<file path="src/rtl/keypad_scanner.sv">
// rtl/keypad_scanner.sv - 3x4 matrix keypad scanner with debounce and key decode
// Define KEYPAD_PULSE_EN for one-clock output pulses per accepted key instead of level outputs.
module keypad_scanner #(
   parameter int SCAN_DIV       = 4,
   parameter int DEBOUNCE_SCANS = 3
) (
   input  logic       clock,
   input  logic       reset,
   output logic [2:0] col_n,
   input  logic [3:0] row_n,
   output logic [9:0] keypad,
   output logic       startn,
   output logic       clearn,
   output logic       key_valid
);
   localparam logic [7:0] SLOT_LAST = 8'(SCAN_DIV - 1);
   localparam logic [3:0] DEB_MAX   = 4'(DEBOUNCE_SCANS);
   localparam logic [3:0] NONE      = 4'hF;
   localparam logic [3:0] CODE_STAR = 4'd9;
   localparam logic [3:0] CODE_ZERO = 4'd10;
   localparam logic [3:0] CODE_HASH = 4'd11;

   typedef enum logic {IDLE, HELD} state_t;

   state_t     state_q;
   logic [3:0] row_s1_q, row_s2_q;
   logic [7:0] slot_q;
   logic [1:0] col_q;
   logic [2:0] col_n_q;
   logic [1:0] hits_q, hits_d;
   logic [3:0] code_q, code_d;
   logic [3:0] prev_q, held_q, deb_q, deb_d;
   logic [3:0] result;
   logic [9:0] keypad_q, keypad_d;
   logic       startn_q, startn_d, clearn_q, clearn_d, key_valid_q;
   logic       accept;

   // Key code is row*3+col; hits saturate at 2 so any multi-key scan reads as NONE.
   always_comb begin
      hits_d = hits_q;
      code_d = code_q;
      for (int r = 0; r < 4; r++) begin
         if (!row_s2_q[r]) begin
            if (hits_d != 2'd2) hits_d = hits_d + 2'd1;
            code_d = 4'(r * 3) + {2'b00, col_q};
         end
      end
      result = (hits_d == 2'd1) ? code_d : NONE;

      if (result != prev_q)     deb_d = 4'd1;
      else if (deb_q == DEB_MAX) deb_d = deb_q;
      else                      deb_d = deb_q + 4'd1;

      keypad_d = '0;
      startn_d = 1'b1;
      clearn_d = 1'b1;
      case (result)
         CODE_STAR: clearn_d = 1'b0;
         CODE_ZERO: keypad_d = 10'd1;
         CODE_HASH: startn_d = 1'b0;
         default:   if (result < CODE_STAR) keypad_d = 10'd2 << result;
      endcase

      accept = (deb_d == DEB_MAX) &&
               ((state_q == IDLE) ? (result != NONE) : (result != held_q));
   end

   always_ff @(posedge clock) begin
      if (reset) begin
         state_q     <= IDLE;
         row_s1_q    <= 4'hF;
         row_s2_q    <= 4'hF;
         slot_q      <= '0;
         col_q       <= '0;
         col_n_q     <= 3'b110;
         hits_q      <= '0;
         code_q      <= '0;
         prev_q      <= NONE;
         held_q      <= NONE;
         deb_q       <= '0;
         keypad_q    <= '0;
         startn_q    <= 1'b1;
         clearn_q    <= 1'b1;
         key_valid_q <= 1'b0;
      end else begin
         row_s1_q <= row_n;
         row_s2_q <= row_s1_q;
`ifdef KEYPAD_PULSE_EN
         keypad_q    <= '0;
         startn_q    <= 1'b1;
         clearn_q    <= 1'b1;
         key_valid_q <= 1'b0;
`endif
         if (slot_q == SLOT_LAST) begin
            slot_q  <= '0;
            col_q   <= (col_q == 2'd2) ? 2'd0 : col_q + 2'd1;
            col_n_q <= {col_n_q[1:0], col_n_q[2]};
            if (col_q == 2'd2) begin
               hits_q <= '0;
               code_q <= '0;
               prev_q <= result;
               deb_q  <= deb_d;
               if (accept) begin
                  state_q     <= (result == NONE) ? IDLE : HELD;
                  held_q      <= result;
                  keypad_q    <= keypad_d;
                  startn_q    <= startn_d;
                  clearn_q    <= clearn_d;
                  key_valid_q <= (result != NONE);
               end
            end else begin
               hits_q <= hits_d;
               code_q <= code_d;
            end
         end else begin
            slot_q <= slot_q + 8'd1;
         end
      end
   end

   assign col_n     = col_n_q;
   assign keypad    = keypad_q;
   assign startn    = startn_q;
   assign clearn    = clearn_q;
   assign key_valid = key_valid_q;
endmodule

</file>
<file path="config.mk">
export PLATFORM = sky130hd
export DESIGN_NAME = keypad_scanner
export DESIGN_NICKNAME = d
export VERILOG_FILES = /design/src/rtl/keypad_scanner.sv
export SDC_FILE = /design/constraint.sdc
export NUM_CORES = 1
export LEC_CHECK = 0
export ABC_AREA = 1
export BUFFER_PORTS_ARGS = -buffer_cell sky130_fd_sc_hd__buf_2
export CAP_MARGIN = 25
export CORE_MARGIN = 3
export CORE_UTILIZATION = 50
export DETAILED_ROUTE_END_ITERATION = 16
export GPL_TIMING_DRIVEN = 1
export HOLD_SLACK_MARGIN = 0.08
export PLACE_DENSITY = 0.67
export RECOVER_POWER = 25
export SETUP_SLACK_MARGIN = 0.1
export SYNTH_ARGS = -nofsm -noshare
export SYNTH_HDL_FRONTEND = slang
export SYNTH_SLANG_ARGS = --single-unit
</file>
<file path="constraint.sdc">
create_clock -name clock -period 4 [get_ports clock]
set_input_delay 0.4 -clock clock [delete_from_list [all_inputs] [get_ports clock]]
set_output_delay 0.4 -clock clock [all_outputs]
set_load 0.02 [all_outputs]
</file>
==> impl_metrics.json <==
{
  "synth-seq-cells": 52,
  "finalWorstSetupSlack_ns": 0.458,
  "netlist_top_cells_area": "dfxtp_1, nand2_1, nand3_1",
  "yosysTopAreaCell": "dfxtp_1",
  "crit_type": "flip-flop to flip-flop",
  "clock_latency_ns": 0.31,
  "p_comb_share_pct": 16.6,
  "r2r_slack_ns": 0.46,
  "setup_viol": 0,
  "nets": 452,
  "cts_tree": "yes",
  "min_from": "row_n[2]",
  "synth_area_mm2": 0.00292,
  "yosysTopAreaCellShare_pct": 35.6,
  "gp_congestion": 0.841,
  "finalPower_w": 0.00111,
  "yosys.area_share.simple_pct": 37.7,
  "grt_pass1_wl_um": 10700,
  "die_h_um": 82.5,
  "die_area_mm2": 0.00680,
  "pin_count": 22,
  "rr_startpoint": "hits_q[0]$_SDFFE_PP0N_",
  "via_per_inst": 5.19,
  "start_kind": "flip-flop",
  "setup_tns_ns": 0,
  "power_density_mw_per_mm2": 345,
  "ys_seq_area_share_pct": 35.6,
  "hold_class": "input port to flip-flop",
  "min_period_ns": 3.54,
  "cp.required_ns": 4.23,
  "p_clk_share_pct": 34.5,
  "status": "completed",
  "ys_async_sr_fraction_pct": 0,
  "worst_pin_slew_ns": 1.03,
  "drc": 0,
  "track_usage_pct": 20.2,
  "syn_inst": 415,
  "drive_gt1_share_pct": 16.9,
  "switchingPower_w": 0.000316,
  "vias": 2646,
  "synth_top_family_by_area": "simple AND/OR/NAND/NOR gates",
  "slew_viol_final": 0,
  "first_iter_violations": 183,
  "synth_area_per_cell_um2": 7.05,
  "ir_drop_mv": 0.253,
  "syn_nets": 430,
  "worstPathArrival_ns": 3.77,
  "postRouteAntennaNets": 0,
  "synth_xor_area_share_pct": 1.20,
  "hold_path_end": "row_s1_q[2]$_SDFF_PP1_",
  "dp.final_hpwl_um": 4600,
  "synth_edf_count": 0,
  "power_frac_seq_pct": 48.9,
  "drtPass1Iterations": 4,
  "rows": 27,
  "p_leak_nw": 1.53,
  "clk_pin_slew_worst_paths_ns": 0.10,
  "drt-wirelength-per-cell_um": 12.6,
  "grt.overflow.total": 0,
  "muxShareOfSynthArea_pct": 0.385,
  "synthFlopType": "dfxtp_1",
  "yosysWarnings": 0,
  "synthAdderAreaFrac_pct": 3.85,
  "grt_max_degree": 22,
  "post-route-period-util_pct": 88.5,
  "place_ws_ns": 0.377,
  "worstHoldPathCells": 2,
  "die_w_um": 82.5,
  "utilization_pct": 57.6,
  "cts_buffer_depth": 2,
  "cts_made_buffers": 5,
  "area_growth_pct": 9.84,
  "hold_buffers": 0,
  "port_buffers": 21,
  "netlist-cell-type-count": 33,
  "synth-compound-area-share_pct": 11.3,
  "slew_headroom_pct": 31.0,
  "swShare_pct": 28.5,
  "grt_pass1_vias": 2341,
  "endpoint_kind": "flip-flop",
  "reg2regPathDepth": 22,
  "fmax_mhz": 282,
  "crit_fanout": 16,
  "antenna_found_initial": 0,
  "worst_clock_skew_ns": 0.00712,
  "p_int_w": 0.000792,
  "htree_levels": 2,
  "antenna_cells": 0,
  "rsz0062_at_grt": "false",
  "coreArea_mm2": 0.00557,
  "reg2reg_to": "keypad[5]$_SDFFE_PP0P_",
  "cap_violations": 0,
  "routed_wirelength_um": 6410,
  "clock-sinks": 52,
  "initial_utilization_pct": 52.5,
  "ctsRootBufferMaster": "clkbuf_8",
  "finalHoldViolations": 0
}
cell usage in the layout, fill, tap and decap left out, types with 2 or more instances in the layout:
cell	count
nand2_1	99
dfxtp_1	52
inv_1	50
nand3_1	40
a21oi_1	26
nor2_1	24
o21ai_0	24
nand4_1	13
or2_2	12
buf_2	11
clkbuf_1	10
nand2_2	9
ha_1	9
nand3_2	7
nor3_1	6
clkbuf_8	6
a21oi_2	5
buf_4	5
nand2_4	3
o22ai_1	3
nor2_4	3
nor2_2	3
xnor2_1	2
inv_2	2
nand3_4	2
xor2_1	2
nand3b_1	2
registers in the layout, summed over array words and instances, names as in the netlist:
register and cells:
col_n 3, prev_q 4, clearn 1, row_s2_q 4, state_q 1, slot_q 8
held_q 4, deb_q 4, col_q 2, code_q 4, hits_q 2, startn 1
keypad 10, row_s1_q 4
worst max-delay path, stage by stage, from the launching register on:
cell and delay (ns):
dfxtp_1 0.36, inv_1 0.08, ha_1 0.32, inv_1 0.07, nand2_2 0.05, nand2_2 0.07
nand2_1 0.06, nand3_1 0.08, nand2_2 0.07, o21ai_2 0.14, inv_1 0.06, ha_1 0.28
or2_2 0.33, nand2_8 0.15, nand3_2 0.17, nand2_1 0.16, nor3_1 0.07, nand2_1 0.08
nand2_1 0.09, nor2_4 0.33, buf_4 0.20, nand3_1 0.07, a21oi_1 0.17
cell usage after synthesis, types with 2 or more instances:
cell and count:
a21oi_1 26, a21oi_2 5, buf_4 2, buf_6 4
clkbuf_1 5, dfxtp_1 52, ha_1 9, inv_1 50
inv_2 2, nand2_1 100, nand2_2 8, nand2_4 3
nand3_1 40, nand3_2 7, nand3_4 2, nand3b_1 2
nand4_1 13, nor2_1 24, nor2_2 3, nor2_4 2
nor3_1 6, o21ai_0 24, o22ai_1 3, or2_2 12
xnor2_1 2, xor2_1 2
power by group through the flow:
| stage | clock (W) | combinational [W] | sequential (W) |
|---|---|---|---|
| after floorplan | 0 | 0.000147 | 0.000552 |
| after global placement | 0 | 0.000178 | 0.000553 |
| after detailed placement | 0 | 0.000179 | 0.000553 |
| after CTS | 0.000386 | 0.000181 | 0.000541 |
| after global routing | 0.000407 | 0.000209 | 0.000544 |
| final | 0.000382 | 0.000184 | 0.000542 |
cell families (layout without fill, tap and decap cells):
kind of cell	count (synthesis)	after routing
mux	1	1
fa+ha+maj	9	9
buf+inv	66	87
xor+xnor	4	4
flops	52	52
simple gates	223	225
compound gates	60	60
metal layers:
metal	share of wire [%]	GRT usage (%)	vias to the layer above
met4	1.4	6.81	0
li1	-	-	1391
met1	50	28.0	1180
met3	5.0	2.71	9
met5	0	0	-
met2	44	32.1	66
through the flow:
step                hold slack, ns  instances  instance area, um^2
global placement             0.390        497                 3050
detailed placement           0.398        497                 3050
CTS                          0.265        505                 3170
floorplan                    0.389        415                 2920
finish                       0.270        510                 3210
global route                 0.266        510                 3210
what timing repair did:
| action | CTS | global route |
|---|---|---|
| setup buffers | 0 | 3 |
| resized for setup | 0 | 4 |
| setup endpoints to repair | 0 | 16 |
layout make-up:
| type | count | area [um^2] |
|---|---|---|
| Multi-Input combinational cell | 299 | 1630 |
| Clock buffer | 6 | 82.6 |
| Tap cell | 72 | 90.1 |
| Inverter | 53 | 204 |
| Fill cell | 514 | 2360 |
| Timing Repair Buffer | 26 | 130 |
| Sequential cell | 52 | 1040 |
| Clock inverter | 2 | 38.8 |
how the worst max path moves through the flow:
stage | start | to | cells after the start
final | hits_q[0]$_SDFFE_PP0N_ | keypad[5]$_SDFFE_PP0P_ | 22
after global placement | hits_q[0]$_SDFFE_PP0N_ | keypad[8]$_SDFFE_PP0P_ | 24
after global routing | hits_q[0]$_SDFFE_PP0N_ | keypad[6]$_SDFFE_PP0P_ | 23
after detailed placement | hits_q[0]$_SDFFE_PP0N_ | held_q[1]$_SDFFE_PP1P_ | 24
after floorplan | hits_q[0]$_SDFFE_PP0N_ | keypad[6]$_SDFFE_PP0P_ | 24
after CTS | hits_q[0]$_SDFFE_PP0N_ | keypad[5]$_SDFFE_PP0P_ | 22
No activity file was read; power rests on OpenSTA's default activity.
